## src/rtl/serial_add_pkg.sv

```systemverilog
// ----------------------------------------------------------------------------
// serial_add_pkg
// Shared constants for the bit-serial adder controller:
//   IDLE / SHIFT / DONE : 2-bit controller state encodings
//   MAX_WIDTH           : largest supported operand width
//   cnt_width()         : width of the bit counter for a given operand width
// ----------------------------------------------------------------------------
package serial_add_pkg;

  localparam logic [1:0] IDLE  = 2'd0;
  localparam logic [1:0] SHIFT = 2'd1;
  localparam logic [1:0] DONE  = 2'd2;

  localparam int MAX_WIDTH = 32;

  // ceil(log2(width)) with a floor of 1, so WIDTH=1 still gets a 1-bit counter.
  function automatic int cnt_width(input int width);
    int cw;
    cw = 1;
    for (int i = 1; i <= $clog2(MAX_WIDTH); i++) begin
      if ((32'd1 << i) < width) cw = i + 1;
    end
    return cw;
  endfunction

endpackage

```

## src/rtl/fa_bit.sv

```systemverilog
// ----------------------------------------------------------------------------
// fa_bit
// Single-bit full adder built from two half adders; the adder cell that the
// serial controller sequences once per bit.
//   a, b : operand bits
//   ci   : carry in
//   s    : sum bit
//   co   : carry out
// ----------------------------------------------------------------------------
module fa_bit (
  input  logic a,
  input  logic b,
  input  logic ci,
  output logic s,
  output logic co
);

  logic s1;
  logic c1;
  logic c2;

  ha u_ha0 (.a(a),  .b(b),  .s(s1), .c(c1));
  ha u_ha1 (.a(s1), .b(ci), .s(s),  .c(c2));

  // At most one of the two half-adder carries can be set, so OR merges them.
  assign co = c1 | c2;

endmodule

```

## src/rtl/ha.sv

```systemverilog
// ----------------------------------------------------------------------------
// ha
// Combinational half adder.
//   a, b : input bits
//   s    : sum  (a ^ b)
//   c    : carry (a & b)
// ----------------------------------------------------------------------------
module ha (
  input  logic a,
  input  logic b,
  output logic s,
  output logic c
);

  assign s = a ^ b;
  assign c = a & b;

endmodule

```

## src/rtl/serial_add_ctrl.sv

```systemverilog
// ----------------------------------------------------------------------------
// serial_add_ctrl
// Bit-serial adder: {cout,sum} = a + b + cin, computed LSB first through one
// shared fa_bit over WIDTH clock cycles.
//   clk   : rising-edge clock
//   rst   : synchronous, active-high reset
//   start : begin an add (only looked at in IDLE)
//   a, b  : operands, captured on the accepting edge
//   cin   : carry-in, captured on the accepting edge
//   busy  : high while bits are being shifted through the adder
//   done  : one-cycle pulse, sum/cout valid
//   sum   : result, held until the next completion
//   cout  : final carry-out, held with sum
// ----------------------------------------------------------------------------
module serial_add_ctrl
  import serial_add_pkg::*;
#(
  parameter int WIDTH = 8
) (
  input  logic             clk,
  input  logic             rst,
  input  logic             start,
  input  logic [WIDTH-1:0] a,
  input  logic [WIDTH-1:0] b,
  input  logic             cin,
  output logic             busy,
  output logic             done,
  output logic [WIDTH-1:0] sum,
  output logic             cout
);

  localparam int CNT_W = cnt_width(WIDTH);
  localparam logic [CNT_W-1:0] LAST_CNT = CNT_W'(WIDTH - 1);

  logic [1:0]       state_q, state_d;
  logic [WIDTH-1:0] a_sh_q,  a_sh_d;
  logic [WIDTH-1:0] b_sh_q,  b_sh_d;
  logic [WIDTH-1:0] s_sh_q,  s_sh_d;
  logic             carry_q, carry_d;
  logic [CNT_W-1:0] cnt_q,   cnt_d;
  logic [WIDTH-1:0] sum_q,   sum_d;
  logic             cout_q,  cout_d;

  logic             fa_s;
  logic             fa_co;
  logic [WIDTH-1:0] s_next;

  fa_bit u_fa (
    .a  (a_sh_q[0]),
    .b  (b_sh_q[0]),
    .ci (carry_q),
    .s  (fa_s),
    .co (fa_co)
  );

  // New sum bit enters at the MSB; after WIDTH shifts bit 0 holds the LSB.
  // Written as a shift of the concatenation so WIDTH=1 needs no special case.
  assign s_next = WIDTH'({fa_s, s_sh_q} >> 1);

  always_comb begin
    // NOTE: every signal gets a default first, so no path through the case
    // leaves one unassigned and no latch is inferred.
    state_d = state_q;
    a_sh_d  = a_sh_q;
    b_sh_d  = b_sh_q;
    s_sh_d  = s_sh_q;
    carry_d = carry_q;
    cnt_d   = cnt_q;
    sum_d   = sum_q;
    cout_d  = cout_q;

    case (state_q)
      IDLE: begin
        if (start) begin
          a_sh_d  = a;
          b_sh_d  = b;
          carry_d = cin;
          cnt_d   = '0;
          s_sh_d  = '0;
          state_d = SHIFT;
        end
      end
      SHIFT: begin
        s_sh_d  = s_next;
        a_sh_d  = a_sh_q >> 1;
        b_sh_d  = b_sh_q >> 1;
        carry_d = fa_co;
        cnt_d   = cnt_q + CNT_W'(1);
        if (cnt_q == LAST_CNT) begin
          sum_d   = s_next;
          cout_d  = fa_co;
          state_d = DONE;
        end
      end
      DONE:    state_d = IDLE;
      default: state_d = IDLE;
    endcase
  end

  always_ff @(posedge clk) begin
    // NOTE: state registers use non-blocking assignments so every flop samples
    // the values from before this edge, independent of statement order.
    if (rst) begin
      state_q <= IDLE;
      a_sh_q  <= '0;
      b_sh_q  <= '0;
      s_sh_q  <= '0;
      carry_q <= 1'b0;
      cnt_q   <= '0;
      sum_q   <= '0;
      cout_q  <= 1'b0;
    end else begin
      state_q <= state_d;
      a_sh_q  <= a_sh_d;
      b_sh_q  <= b_sh_d;
      s_sh_q  <= s_sh_d;
      carry_q <= carry_d;
      cnt_q   <= cnt_d;
      sum_q   <= sum_d;
      cout_q  <= cout_d;
    end
  end

  assign busy = (state_q == SHIFT);
  assign done = (state_q == DONE);
  assign sum  = sum_q;
  assign cout = cout_q;

endmodule

```

## config.mk

```make
export PLATFORM = sky130hd
export DESIGN_NAME = serial_add_ctrl
export DESIGN_NICKNAME = d
export VERILOG_FILES = /design/src/rtl/serial_add_pkg.sv /design/src/rtl/fa_bit.sv /design/src/rtl/ha.sv /design/src/rtl/serial_add_ctrl.sv
export SDC_FILE = /design/constraint.sdc
export NUM_CORES = 1
export LEC_CHECK = 0
export BUFFER_PORTS_ARGS = -buffer_cell sky130_fd_sc_hd__buf_2
export CORE_MARGIN = 2
export CORE_UTILIZATION = 51
export DETAILED_ROUTE_END_ITERATION = 12
export GPL_ROUTABILITY_DRIVEN = 0
export HOLD_SLACK_MARGIN = 0.08
export PLACE_DENSITY = 0.74
export SYNTH_ARGS = -nofsm -noshare
export SYNTH_HDL_FRONTEND = slang
export SYNTH_SLANG_ARGS = --single-unit
```

## constraint.sdc

```tcl
create_clock -name clk -period 2.4 [get_ports clk]
set_input_delay 0.24 -clock clk [delete_from_list [all_inputs] [get_ports clk]]
set_output_delay 0.24 -clock clk [all_outputs]
set_load 0.005 [all_outputs]
```

Yosys cells after proc, flatten, opt, wreduce, memory -nomap -nowiden
Index checks and enable logic that the tools add are counted.

Add/subtract/negate cells: 1. Equality and inequality tests: 5. Multiplexer cells: 13. Bitwise logic cells: 5. Reductions and logical operators: 5.

Operators by type and width (number): 8-bit one-hot mux with 2 select lines (3); 8-bit two-way mux (3); 3-bit one-hot mux with 2 select lines (1); 2-bit AND reduction (3); 2-bit two-way mux (2); 2-bit one-hot mux with 2 select lines (1); 3-bit by 1-bit adder with 3-bit output (second input constant) (1); 3-bit == test (second input constant) (1); 3-bit two-way mux (1); 1-bit bitwise AND (2); 2-bit by 1-bit == test with 1-bit output (second input constant) (1); 2-bit == test (second input constant) (1); 2-bit zero test (1); 2-bit by 1-bit inequality test with 1-bit output (second input constant) (1); 2-bit inequality test (second input constant) (1); 1-bit one-hot mux with 2 select lines (1); 2-bit nonzero test (1); 1-bit XOR (2); 1-bit two-way mux (1); 1-bit bitwise OR (1).

Register bits: 39. Input bits: 20. Output and inout bits: 11. Logic and storage cells: 37.

Logic depth before layout (Yosys ltp)
Gate-level depths: netlist of run 1.

Depth in word-level cells: 4. Gate-level depth with buffers: 6. Gate-level depth less buffers: 5.

By module
From an unflattened synthesis of run 1, not the netlist that was laid out.

Cell total of the unflattened synthesis: 165. Area total of the unflattened synthesis: 1652.8 sq um.

By module, submodules not included: serial_add_ctrl (instances 1, cells an instance 162, area each 1621.6 sq um, sequential area each 760.7 sq um); ha (instances 2, cells an instance 1, area each 12.5 sq um, sequential area each 0.0 sq um); fa_bit (instances 1, cells an instance 1, area each 6.3 sq um, sequential area each 0.0 sq um).

Least setup slack after synthesis of run 1
No wires, ideal clock.

Path kind: flip-flop to flip-flop. Start point: reg cnt_q[0]. End point: reg sum_q[2], in the netlist sum[2]. Library setup time: 0.141 ns. Arrival: 1.131 ns. Data required time: 2.259 ns. Slack: 1.128 ns. Cell stages (with the launch flop): 7. Path buffers: 1. Period minus slack after synthesis: 1.272 ns. Path through: dfxtp_1 > ha_1 > ha_1 > and3b_1 > buf_2 > nand2_1 > a21oi_1.

Longest elaborated chain between the ends: 2.

Ends and longest elaborated chain: start: declaration (line serial_add_ctrl.sv:40) `logic [CNT_W-1:0] cnt_q, cnt_d;`; start signal: assignment (line serial_add_ctrl.sv:118) `cnt_q <= cnt_d;`; 3-bit == test (line serial_add_ctrl.sv:89) `if (cnt_q == LAST_CNT) begin`; 2-bit AND reduction (no line); end signal: assignment (line serial_add_ctrl.sv:119) `sum_q <= sum_d;`; end: declaration (line serial_add_ctrl.sv:41) `logic [WIDTH-1:0] sum_q, sum_d;`.

No other way between the ends. A chain may end at the register's enable or synchronous reset.

Worst setup path in the final report of run 1
Start point: reg state_q[0]. End point: out busy.

Longest elaborated chain between the ends: 1.

Ends and longest elaborated chain: start: declaration (line serial_add_ctrl.sv:35) `logic [1:0] state_q, state_d;`; start signal: assignment (line serial_add_ctrl.sv:113) `state_q <= state_d;`; 2-bit by 1-bit == test with 1-bit output (line serial_add_ctrl.sv:124) `assign busy = (state_q == SHIFT);`; end: declaration (line serial_add_ctrl.sv:26) `output logic busy,`.

No other way between the ends.

==> reports/metrics.yaml, run 1 <==
sta:
  fin_worst_skew_ns: 0.00428
  post-route-period-util: 0.833
  drv_slew: 0
  relSlewSlack: 0.465
  rsz0062_at_grt: "no"
  finalSetupViolations: 0
  tightestPinTransition_ns: 0.800
  final.setup.tns_ns: 0
  hold_viol_final: 0
  fmax_ghz: 0.500
  finalWorstPathRequiredPeriod_ns: 2.00
grt:
  antenna_found_initial: 0
  grt_max_degree: 39
  grt_remaining_overflow: 0
  grt_pass1_wl_mm: 4.83
  grtUsageTotal: 0.182
  first_global_vias: 1102
power:
  peakVddDrop_mv: 0.434
  clkPwrFrac: 0.353
  intPower_uw: 964
  combPwrFrac: 0.107
  pwr-share-seq: 0.540
  switching_share: 0.234
  powerDensity_nw_per_um2: 694
  power.leakage_nw: 0.735
  p_switching_uw: 295
  power.total_mw: 1.26
cts:
  cts_setup_buffers: 0
  clock_path_buffers: 2
  cts_root_buffer: "clkbuf_4"
  clk_pin_slew_ns: 0.11
  ctsResizeCount: 0
  ctsHoldBuffers: 0
  cts_tree: "done"
  insertion_delay_ns: 0.34
  cts_buffers: 5
  cts.sinks: 38
  h-tree-depth: 2
worst_setup_path:
  crit_required_ns: 2.16
  critical-path-top-delay-family: "simple AND/OR/NAND/NOR gates"
  reg2regPathDepth: 4
  crit_type: "reg2out"
  r2r_end: "a_sh_q[3]"
  worst-path-max-fanout: 12
  r2r_start: "state_q[0]"
  end_kind: "primary output"
  cp_slowest_cell: "nor2b_1"
  reg2reg_slack_ns: 0.66
  worstPathCellList: "nor2b_1, buf_2"
  start_kind: "flip-flop"
  critPathArrivalTime_ns: 1.76
  crit_buf_inv: 1
  crit_start: "state_q[0]"
  critPathMaxStageDelay_ns: 0.69
placement:
  io_buffers: 30
  postPlaceCellArea_sq_um: 1730
  hpwl_mm: 1.98
finish:
  syn_to_final_growth_pct: 12.4
  stdcell_area_sq_um: 1810
  regArea_sq_um: 761
  drive_gt1_frac: 0.296
  post-route-util: 0.599
  multi_input_area_sq_um: 748
  fillerInstances: 282
  n_antenna_cell: 0
  fin_nets: 209
route:
  wire_per_inst_microns: 12.9
  drt_iter0_markers: 55
  first_pass_iters: 6
  vias: 1205
  post_drt_via_cell_ratio: 5.24
  drt-total-wl_mm: 2.97
  detail-route-antenna-nets: 0
  drc: 0
synthesis:
  synthCells: 160
  synth.avg_cell_area_sq_um: 10.1
  syn_area_sq_um: 1610
  synth_xor_xnor_area_share: 0
  ys.flop_type: "dfxtp_1"
  synth_warnings: 0
  synth_top_family_by_area: "compound AO/OA/AOI/OAI gates"
  syn_nets: 183
  async_reset_ff_frac: 0
  ys_seq_area_frac: 0.471
  synthAdderAreaFrac: 0.0279
  synth.distinct_cells: 26
  synth.mux.area_fraction: 0.0806
  synth-simple-area-share: 0.154
  synth_compound_area_frac: 0.201
  synth_seq_cells: 38
  synth_edf_count: 0
floorplanning:
  row_count: 20
  initial_core_util: 0.533
  dieArea_sq_um: 3630
  core_sq_um: 3030
  fp.dieH_microns: 60.3
  die_w_microns: 60.3
  io_pins: 31
worst_hold_path:
  hold_class: "in2reg"
  min_to: "a_sh_q[7]"
  hp-start: "a[7]"
  hold_path_depth: 3
status:
  status: "complete, no violations"
run:
  maxCapViolCount: 0
-- power by group through the flow --
stage | Sequential, mW | Clock [mW] | Combinational (mW)
floorplan | 0.689 | 0 | 0.115
global placement | 0.694 | 0 | 0.130
detailed placement | 0.694 | 0 | 0.135
CTS | 0.680 | 0.456 | 0.136
global route | 0.684 | 0.482 | 0.148
finish | 0.680 | 0.444 | 0.135
-- tightest hold or removal path: stages --
cell and delay, ns:
buf_2 0.08, a22oi_1 0.05, nor2_1 0.08
-- Yosys cell counts, types with 3 or more instances --
cell type,number,area [sq um]
nand2_1,18,67.6
nor2_2,6,37.5
clkbuf_1,4,15.0
a211oi_1,8,60.1
buf_4,3,22.5
a21oi_1,9,45.0
mux2i_1,13,130
a211oi_2,7,87.6
buf_6,3,33.8
dfxtp_1,38,761
nor2_1,21,78.8
a22oi_1,11,82.6
-- metal layers --
metal | up-vias | wire length, microns | global-route usage
met5 | - | 0 | 0
met4 | 0 | 51 | 0.0825
met3 | 6 | 118 | 0.0606
met2 | 21 | 1420 | 0.289
met1 | 563 | 1390 | 0.221
li1 | 615 | - | -
-- final cells by class --
cell class	count	area share
inverters	1	0.00207
repair buffers	32	0.0910
well taps	44	0.0303
clock buffers	6	0.0283
flip-flops and latches	38	0.419
clock inverters	1	0.0166
multi-input cells	108	0.412
-- registers in the layout (all words and copies together) (netlist names) --
register / count
carry_q: 1
sum: 8
b_sh_q: 8
a_sh_q: 8
cnt_q: 3
cout: 1
s_sh_q: 7
state_q: 2
-- cell families after synthesis --
family	Yosys count
multiplexers	13
AND/OR/NAND/NOR	53
AO/OA/AOI/OAI	39
adder cells (fa/ha/maj)	3
buffers and inverters	14
flip-flops	38
-- worst max path at each step --
stage / end / slack [ns] / depth (start not counted)
floorplan: sum[2] / 1.13 / 6
global placement: a_sh_q[3] / 0.77 / 4
detailed placement: a_sh_q[3] / 0.68 / 4
CTS: busy / 0.38 / 2
global route: busy / 0.26 / 2
finish: busy / 0.40 / 2
-- stage by stage --
step	worst slack, ns	cells	hold WS (ns)
2_1_floorplan	1.13	160	0.388
3_3_place_gp	0.767	223	0.441
3_5_place_dp	0.679	223	0.445
4_1_cts	0.377	230	0.122
5_1_grt	0.257	230	0.131
6_report	0.400	230	0.139
-- cell usage in the layout, fill, tap and decap left out, types with 2 or more instances in the layout --
cell and count:
nor2_1 21, nor3b_1 2, clkbuf_4 5, nor2_2 6
nor2b_1 2, a211oi_1 8, buf_2 30, a211oi_2 7
a21oi_1 9, mux2i_1 13, buf_4 2, nor4b_1 2
dfxtp_1 38, a22oi_1 11, ha_1 2, nand2_1 18
Power figures use the tool's default switching activity.
==> inputs of run 2 (changes only) <==
ABC_AREA = 1   (was default)
PLACE_DENSITY = 0.73   (was 0.74)
clock period = 2 ns   (was 2.4 ns; I/O delays follow)
==> run 2 against run 1 <==
Compared with the run above:
- die area grew 14%
- critical path depth grew 2
- largest power group unchanged
- critical endpoint unchanged
- clock power grew 22%
- final area grew 13%
- synthesized area grew 16%
- setup slack lost 0.17 ns
- sequential power grew 20%
- clock skew grew 0.014 ns
==> reports/metrics.yaml, run 2 <==
status:
  status: "complete, no violations"  # unchanged
worst_setup_path:
  r2r_start: "state_q[1]"  # was state_q[0]
  critPathMaxStageDelay_ns: 0.35  # was 0.69 ns
  end_kind: "primary output"  # unchanged
  crit_type: "reg2out"  # unchanged
  crit_buf_inv: 3  # was 1
  critical-path-top-delay-family: "buffers and inverters"  # was simple AND/OR/NAND/NOR gates
  worst-path-max-fanout: 41  # was 12
  worstPathCellList: "inv_4, nand2_8, inv_2, buf_2"  # was nor2b_1, buf_2
  critPathArrivalTime_ns: 1.57  # was 1.76 ns
  cp_slowest_cell: "dfxtp_1"  # was nor2b_1
  crit_start: "state_q[1]"  # was state_q[0]
  crit_required_ns: 1.80  # was 2.16 ns
  start_kind: "flip-flop"  # unchanged
sta:
  final.setup.tns_ns: 0  # unchanged
  fin_worst_skew_ns: 0.0187  # was 0.00428 ns
  finalSetupViolations: 0  # unchanged
  relSlewSlack: 0.745  # was 0.465
  hold_viol_final: 0  # unchanged
  tightestPinTransition_ns: 0.382  # was 0.800 ns
  rsz0062_at_grt: "no"  # unchanged
  finalWorstPathRequiredPeriod_ns: 1.77
  fmax_ghz: 0.566
  drv_slew: 0  # unchanged
  post-route-period-util: 0.883
cts:
  clock_path_buffers: 2  # unchanged
  h-tree-depth: 2  # unchanged
  insertion_delay_ns: 0.37  # was 0.34 ns
  cts_tree: "done"  # unchanged
  cts_buffers: 5  # unchanged
  cts_root_buffer: "clkbuf_4"  # unchanged
  cts_setup_buffers: 0  # unchanged
  clk_pin_slew_ns: 0.12  # was 0.11 ns
  cts.sinks: 38  # unchanged
  ctsResizeCount: 0  # unchanged
grt:
  grt_remaining_overflow: 0  # unchanged
  grt_pass1_wl_mm: 6.20  # was 4.83 mm
  antenna_found_initial: 0  # unchanged
  first_global_vias: 1411  # was 1,102
  grt_max_degree: 42  # was 39
  grtUsageTotal: 0.192  # was 0.182
floorplanning:
  core_sq_um: 3420  # was 3030 sq um
  fp.dieH_microns: 64.5  # was 60.3 microns
  initial_core_util: 0.546  # was 0.533
  io_pins: 31  # unchanged
  dieArea_sq_um: 4160  # was 3630 sq um
  die_w_microns: 64.5  # was 60.3 microns
  row_count: 21  # was 20
synthesis:
  ys.flop_type: "dfxtp_1"  # unchanged
  yosysTopAreaCellShare: 0.408  # was 0.471
  synth_edf_count: 0  # unchanged
  synth_seq_cells: 38  # unchanged
  synth_warnings: 0  # unchanged
  syn_area_sq_um: 1860  # was 1610 sq um
  synth.avg_cell_area_sq_um: 7.83  # was 10.1 sq um
  synthTopCellsByCount: "48 x nand3_1, 43 x nand2_1, 38 x dfxtp_1"  # was 38 x dfxtp_1, 21 x nor2_1, 18 x nand2_1
  ys_seq_area_frac: 0.408  # was 0.471
  yosys-top-cells-area: "dfxtp_1 41%, nand3_1 13%, nand2_1 8.7%"  # was dfxtp_1 47%, mux2i_1 8.1%, a211oi_2 5.4%
  yosysMostFrequentCell: "nand3_1"  # was dfxtp_1
  synth.distinct_cells: 23  # was 26
  synth_top_cell_by_area: "dfxtp_1"  # unchanged
  async_reset_ff_frac: 0  # unchanged
  synthCells: 238  # was 160
  syn_nets: 261  # was 183
finish:
  n_antenna_cell: 0  # unchanged
  stdcell_area_sq_um: 2050  # was 1810 sq um
  final_common_cell: "nand3_1"  # was dfxtp_1
  fin_nets: 286  # was 209
  final_cell_mix: "48 x nand3_1, 43 x nand2_1, 38 x dfxtp_1"  # was 38 x dfxtp_1, 30 x buf_2, 21 x nor2_1
  syn_to_final_growth_pct: 10.0  # was 12.4%
  drive_gt1_frac: 0.258  # was 0.296
route:
  post_drt_via_cell_ratio: 5.06  # was 5.24
  drc: 0  # unchanged
  wire_per_inst_microns: 11.8  # was 12.9 microns
  vias: 1570  # was 1,205
  drt_iter0_markers: 93  # was 55
  first_pass_iters: 4  # was 6
  drt-total-wl_mm: 3.65  # was 2.97 mm
  detail-route-antenna-nets: 0  # unchanged
placement:
  io_buffers: 30  # unchanged
  hpwl_mm: 2.33  # was 1.98 mm
  postPlaceCellArea_sq_um: 1960  # was 1730 sq um
power:
  switching_share: 0.279  # was 0.234
  intPower_mw: 1.14  # was 964 uW
  peakVddDrop_mv: 0.338  # was 0.434 mV
  combPwrFrac: 0.138  # was 0.107
  powerDensity_nw_per_um2: 769  # was 694 nW/um^2
  p_switching_uw: 439  # was 295 uW
  clkPwrFrac: 0.344  # was 0.353
  power.leakage_nw: 0.927  # was 0.735 nW
  pwr-share-seq: 0.518  # was 0.540
worst_hold_path:
  hp-start: "b[7]"  # was a[7]
  hold_class: "in2reg"  # unchanged
run:
  maxCapViolCount: 0  # unchanged
[run 2: changes by cell type in the layout (fill, tap and decap cells not counted), sizes merged, moves of 3 or more]
cell / previous run / this run
a211oi: 15 / 0
a21oi: 9 / 25
a22oi: 11 / 0
inv: 1 / 32
mux2i: 13 / 0
nand2: 18 / 46
nand3: 0 / 59
nor2: 27 / 15
o21ai: 0 / 3
[run 2: logic make-up after synthesis]
kind of cell,synth area share
compound gates,0.0993
buf+inv,0.137
flops,0.408
simple gates,0.332
fa+ha+maj,0.0242
[run 2: through the flow]
| step | utilization | setup WS [ns] | instances | hold WS (ns) | total power [mW] |
|---|---|---|---|---|---|
| 4_1_cts | 0.600 | 0.241 | 310 | 0.0853 | 1.58 |
| 2_1_floorplan | - | 0.772 | 238 | 0.343 | 1.02 |
| 5_1_grt | 0.600 | 0.150 | 310 | 0.117 | 1.64 |
| 6_report | 0.600 | 0.234 | 310 | 0.0965 | 1.58 |
| 3_3_place_gp | 0.573 | 0.592 | 301 | 0.444 | 1.05 |
| 3_5_place_dp | 0.573 | 0.588 | 301 | 0.453 | 1.05 |
[run 2: cell type report]
| cell class | count | area [sq um] |
|---|---|---|
| clock inverter | 3 | 45.0 |
| multi-input combinational | 152 | 848 |
| timing repair buffer | 33 | 175 |
| clock buffer | 5 | 37.5 |
| sequential | 38 | 761 |
| inverter | 33 | 126 |
| tap | 46 | 57.6 |
| fill | 330 | 1370 |
[run 2: per-layer routing]
| metal | vias to the layer above | share of wire | global-route usage |
|---|---|---|---|
| li1 | 812 | - | - |
| met1 | 705 | 0.49 | 0.252 |
| met2 | 45 | 0.43 | 0.301 |
| met3 | 8 | 0.063 | 0.0451 |
| met4 | 0 | 0.021 | 0.0878 |
| met5 | - | 0 | 0 |
[run 2: power groups by stage]
stage	clock network, mW	logic (mW)	registers, mW
2_1_floorplan	0	0.194	0.826
3_3_place_gp	0	0.214	0.833
3_5_place_dp	0	0.216	0.833
4_1_cts	0.548	0.218	0.816
5_1_grt	0.578	0.243	0.822
6_report	0.543	0.217	0.816
[run 2: path summary, 6_finish.rpt]
check,end,slack (ns),depth (start not counted)
max,busy,0.23,4
min,b_sh_q[7],0.1,3
max reg2reg,b_sh_q[7],0.58,5
min reg2reg,sum[5],0.47,2
[run 2: worst register-to-register path, cell delays in order (launching register included)]
cell     delay (ns)
dfxtp_1        0.35
inv_4          0.19
nand2_4        0.27
nor2_1         0.32
nand2_1        0.10
a21oi_1        0.14
[run 2: timing repair]
action,CTS,global route
hold buffers,1,0
endpoints found under the setup margin,0,0
endpoints found under the hold margin,1,0
